<file path="src/rtl/mem_access_ctrl.sv">
// MEM-stage data-memory sequencer: one 32-bit load/store becomes two 16-bit
// accesses (low half, then high half) to an asynchronous SRAM, each stretched by WAIT_CYCLES.
module mem_access_ctrl #(
   parameter int unsigned WAIT_CYCLES = 1
) (
   input  logic        clk,
   input  logic        rst,
   input  logic        wr_en,
   input  logic        rd_en,
   input  logic [31:0] address,
   input  logic [31:0] write_data,
   output logic [31:0] read_data,
   output logic        ready,
   output logic [17:0] sram_addr,
   output logic [15:0] sram_dq_out,
   output logic        sram_dq_oe,
   input  logic [15:0] sram_dq_in,
   output logic        sram_we_n,
   output logic        sram_oe_n
);

   typedef enum logic [1:0] {IDLE, LO, HI, DONE} state_t;

   localparam logic [2:0] LAST_CNT = 3'(WAIT_CYCLES);

   state_t      state;
   state_t      state_next;
   logic [2:0]  cnt;
   logic [2:0]  cnt_next;
   logic        start;
   logic        last;
   logic        in_phase;
   logic        is_wr;
   logic [16:0] word;
   logic [15:0] wdata_hi;
   logic        unused_addr;

   assign last        = (cnt == LAST_CNT);
   assign unused_addr = ^{address[31:19], address[1:0]};

   // NOTE: sequential state uses non-blocking assignments so every register
   // samples the pre-edge values, independent of always-block ordering.
   always_ff @(posedge clk or negedge rst) begin
      if (!rst) begin
         state <= IDLE;
         cnt   <= '0;
      end else begin
         state <= state_next;
         cnt   <= cnt_next;
      end
   end

   // NOTE: every output of this block gets a default first, so no path can
   // leave a variable unassigned and infer a latch.
   always_comb begin
      state_next = state;
      cnt_next   = cnt;
      start      = 1'b0;
      ready      = 1'b0;
      in_phase   = 1'b0;
      case (state)
         IDLE: begin
            ready = ~(rd_en | wr_en);
            if (rd_en | wr_en) begin
               start      = 1'b1;
               cnt_next   = '0;
               state_next = LO;
            end
         end
         LO: begin
            in_phase = 1'b1;
            if (last) begin
               cnt_next   = '0;
               state_next = HI;
            end else begin
               cnt_next = cnt + 3'd1;
            end
         end
         HI: begin
            in_phase = 1'b1;
            if (last) begin
               cnt_next   = '0;
               state_next = DONE;
            end else begin
               cnt_next = cnt + 3'd1;
            end
         end
         DONE: begin
            // Request still held by the frozen pipeline belongs to the finished access.
            ready      = 1'b1;
            state_next = IDLE;
         end
         default: state_next = IDLE;
      endcase
      sram_we_n  = ~(in_phase & is_wr);
      sram_oe_n  = ~(in_phase & ~is_wr);
      sram_dq_oe = in_phase & is_wr;
   end

   // NOTE: these are control/data registers, not a memory array, so all of
   // them take the asynchronous reset to give defined outputs straight away.
   always_ff @(posedge clk or negedge rst) begin
      if (!rst) begin
         is_wr       <= 1'b0;
         word        <= '0;
         wdata_hi    <= '0;
         sram_addr   <= '0;
         sram_dq_out <= '0;
      end else if (start) begin
         is_wr     <= wr_en;
         word      <= address[18:2];
         wdata_hi  <= write_data[31:16];
         sram_addr <= {address[18:2], 1'b0};
         if (wr_en) sram_dq_out <= write_data[15:0];
      end else if (state == LO && last) begin
         // Address and data change only at a phase boundary so the SRAM sees them stable.
         sram_addr <= {word, 1'b1};
         if (is_wr) sram_dq_out <= wdata_hi;
      end
   end

   always_ff @(posedge clk or negedge rst) begin
      if (!rst) begin
         read_data <= '0;
      end else if (last && !is_wr) begin
         if (state == LO) read_data[15:0]  <= sram_dq_in;
         if (state == HI) read_data[31:16] <= sram_dq_in;
      end
   end

endmodule

</file>
<file path="config.mk">
export PLATFORM = sky130hd
export DESIGN_NAME = mem_access_ctrl
export DESIGN_NICKNAME = d
export VERILOG_FILES = /design/src/rtl/mem_access_ctrl.sv
export SDC_FILE = /design/constraint.sdc
export NUM_CORES = 1
export LEC_CHECK = 0
export ABC_AREA = 0
export CORE_MARGIN = 5
export CORE_UTILIZATION = 49
export CTS_CLUSTER_SIZE = 25
export DETAILED_ROUTE_END_ITERATION = 8
export PLACE_DENSITY = 0.95
export SYNTH_ARGS = -nofsm -noshare
export SYNTH_HDL_FRONTEND = slang
export SYNTH_SLANG_ARGS = --single-unit
</file>
<file path="constraint.sdc">
create_clock -name clk -period 3.7 [get_ports clk]
set_input_delay 0.555 -clock clk [delete_from_list [all_inputs] [get_ports clk]]
set_output_delay 0.555 -clock clk [all_outputs]
set_load 0.02 [all_outputs]
</file>
Word level (Yosys, flattened, before mapping) --
Index checks and enable logic that the tools add are counted. Widths: inputs -> output; s select.
Cells by class: add/sub/neg operators 1, eq/ne operators 8, multiplexer cells 17, bitwise gates (word level) 7, reductions and logical operators 13
Operators with widths (count):
- $mux 16 | 4
- $mux 18 | 2
- $ne 2x2->1 const B | 4
- $pmux 2 s4 | 1
- $mux 2 | 3
- $mux 3 | 2
- $pmux 3 s2 | 1
- $reduce_and 2->1 | 3
- $reduce_and 3->1 | 2
- $reduce_bool 2->1 | 3
- $eq 2x2->1 const B | 2
- $not 1->1 | 4
- $add 3x1->3 const B | 1
- $eq 3x1->1 const B | 1
- $mux 1 | 3
- $and 1x1->1 | 2
- $eq 2x1->1 const B | 1
- $logic_and 1x1->1 | 2
- $logic_not 2->1 | 1
- $pmux 1 s2 | 1
- $reduce_or 2->1 | 1
- $logic_not 1->1 | 1
- $or 1x1->1 | 1
Word-level totals: register bits 105, input bits 84, word-level logic and storage cells 55

Depth between registers and ports, before layout --
word-level depth 5, gate-level depth with buffers 8, mapped depth without buffers 5

Least setup slack after synthesis --
Ideal clock, no wire load.
kind reg-to-output, from register state[0], to output ready, arrival 1562 ps, setup slack 1583 ps, cell stages (with the launch flop) 7, path buffers 1, cell sequence dfrtp_1 > inv_1 > ha_1 > buf_2 > nor3b_1 > nor2_1 > nor2_1
Between the ends: word-level cells in the longest chain between the ends 2, elaborated cells between the ends (all ways) 3, classes of those cells eq/ne: 1; mux: 1; reduce/logical: 1
RTL lines:
- start, declared | line 26 | state_t state;
- start signal, assigned | line 48 | state <= state_next;
- $eq 2x2->1 / $logic_not 2->1 (equally long branches) | line 61 | case (state)
- $pmux 1 s2 * | line 61
- end, declared | line 13 | output logic ready,
Every way passes the cells marked *; elsewhere a longest branch is shown, timed or not.

Final worst setup path --
Ends and elaborated chain as after synthesis.

==> reports/metrics.yaml <==
synth.yosys.warnings: 0
antenna_left: 0
pin_count: 154
routed-via-count: 3179
outcome: "finished clean"
share_comb_of_total_power: 0.503
syn-instance-count: 365
cts_made_buffers: 9
final_cell_mix: "clkdlybuf4s50_1 (137), dfrtp_1 (105), nand2_1 (102), mux2_2 (55), o21ai_0 (21)"
worst_setup_hold_path_clk_slew_ps: 90
rows: 34
die-area_um2: 11000
first_pass_grt_wire_length_um: 17200
report.final.slew_viol_count: 0
power.share.switching: 0.370
num-nets-final: 592
drt-total-wl_um: 10300
worst_hold_path_type: "in2async"
timing.critical_path.arrival_ps: 2380
timing.final.hold_violations: 0
tritoncts: "yes"
route.detailed.drc: 0
preCtsSetupSlack_ps: 926
nFillCells: 627
routed.top_layer: "met4"
post_cts_buffers: 0
insertedDiodeCount: 0
m1WireLength_um: 4140
synth_sequential_area_ratio: 0.595
area_growth_syn_to_layout_pct: 38.3
initial_core_util: 0.504
wl_per_cell_um: 16.7
grtUsageTotal: 0.191
grt_max_degree: 83
drt_first_pass_iters: 4
worst_clock_skew_ps: 11.0
final_common_cell: "clkdlybuf4s50_1"
grt_remaining_overflow: 0
synth_area_per_cell_um2: 12.1
power.density_nw_per_um2: 929
detailed_place.area_um2: 5880
drv.max_cap_violation_count: 0
syn_area_um2: 4410
finalSetupViolations: 0
floorplan.die.height_um: 105
power_frac_clock: 0.136
worstSkewPairLatency_ps: 350
antenna_violations_before_repair: 0
critPathKind: "reg2out"
timing.critical_path.fanout_max: 8
timing.critical_path.required_ps: 3140
postLayoutCellArea_um2: 6100
count_of_unique_library_cells_instantiated_by_yosys: 31
postCtsHoldBufs: 0
first_iter_violations: 104
rsz_0062_raised_after_global_routing: "no"
synth_fp_nets: 453
power.share.sequential: 0.361
synth_seq_cells: 105
crit_path_start_kind: "register"
fmax_mhz: 340
crit_share_post_route: 0.794
dp.final_hpwl_um: 7540
maxSlewHeadroom: 0.336
ir_drop_mv: 0.438
placeableCoreArea_um2: 8760
cts-htree-levels: 3
power_uw: 5670
end_kind: "output pin"
dr_wl_met2_um: 5400
count_of_port_buffers_added_during_placement: 138
cts_resized: 0
static-leakage-power_uw: 0.00273
clock-sinks: 105
timing.setup.tns_ps: 0
area_taken_by_multi_input_logic_gates_um2: 1670
fp.dieW_um: 105
detailroute.wirelength.met3_um: 565
worst_slack_ps: 761
gpl.final_weighted_congestion: 0.790
worst_slew_pin_slew_ps: 996
seq_area_um2: 2630
post-route-min-period_ps: 2940
cts.root.buffer_cell: "clkbuf_8"
vias_in_the_first_global_route: 3513
power.net_switching_uw: 2100
drive_above_1_share: 0.179
cts_max_path_buffers: 2
intPower_uw: 3580
route.detailed.vias_per_inst: 5.15
-- area by class of cell --
class	count	share of cell area
well taps	108	0.0221
multi-input cells	238	0.274
flip-flops and latches	105	0.430
clock buffers	12	0.0238
repair buffers	145	0.234
clock inverters	4	0.0125
inverters	5	0.00307
-- cell usage after synthesis --
master,count,area (µm²)
dfrtp_1,105,2630
nand2_1,102,383
mux2_2,55,619
o21ai_0,21,105
mux2i_1,17,170
mux2_4,10,150
nor2_1,8,30.0
clkbuf_1,7,26.3
buf_2,6,30.0
inv_1,5,18.8
ha_1,4,50.1
a21boi_0,2,15.0
a21oi_1,2,10.0
buf_6,2,22.5
nand2b_1,2,12.5
nor3b_1,2,15.0
and2_1,1,6.26
and4bb_1,1,12.5
buf_1,1,3.75
buf_12,1,20.0
nor4b_2,1,15.0
o211ai_1,1,7.51
o21a_1,1,7.51
o21ai_1,1,5.00
o21bai_1,1,7.51
o22a_1,1,8.76
o31ai_1,1,7.51
or2_2,1,6.26
or2b_1,1,7.51
or3_1,1,6.26
or4_1,1,7.51
-- worst max-delay path, stage by stage (launching register included) --
cell	delay, ps
dfrtp_1	410
inv_1	120
ha_1	330
nor3b_1	260
buf_4	190
nor2_1	50
nor2_1	80
clkdlybuf4s50_1	610
-- worst paths after layout --
kind / startpoint / endpoint / slack, ps / depth (start not counted)
worst max-delay path: state[0] / ready / 760 / 7
worst min-delay path: rst / word[10] / 370 / 1
worst max register to register: state[0] / sram_dq_out[14] / 1280 / 6
worst min register to register: wdata_hi[10] / wdata_hi[10] / 490 / 2
max in group asynchronous: rst / cnt[2] / 2450 / 2
min in group clk: wdata_hi[10] / wdata_hi[10] / 490 / 2
-- layer usage --
| layer | GRT usage | up-vias |
|---|---|---|
| met3 | 0.0444 | 18 |
| met2 | 0.324 | 90 |
| li1 | - | 1491 |
| met4 | 0.0731 | 0 |
| met1 | 0.236 | 1580 |
| met5 | 0 | - |
-- sequential cells by signal, indices dropped and copies added, names as in the netlist --
signal       flops
sram_addr       18
wdata_hi        16
cnt              3
state            2
word            17
sram_dq_out     16
read_data       32
is_wr            1
-- logic make-up after synthesis --
family | after synthesis | share of synthesized area
buf+inv | 22 | 0.0275
mux | 82 | 0.213
flops | 105 | 0.595
compound gates | 31 | 0.0394
fa+ha+maj | 4 | 0.0113
simple gates | 121 | 0.114
-- through the flow --
| step | util | hold slack, ps | cells |
|---|---|---|---|
| floorplan | - | 259 | 365 |
| global placement | 0.671 | 455 | 601 |
| detailed placement | 0.671 | 462 | 601 |
| CTS | 0.697 | 403 | 617 |
| global route | 0.697 | 469 | 617 |
| finish | 0.697 | 368 | 617 |
-- power groups by stage --
stage / Sequential [µW] / Combinational, µW / Clock (µW)
final: 2050 / 2850 / 773
after global routing: 2120 / 3070 / 839
after CTS: 2050 / 2890 / 790
after detailed placement: 2060 / 2880 / 0
after global placement: 2030 / 2770 / 0
after floorplan: 2440 / 1290 / 0
Note: power is estimated with default switching activity, not from simulation.
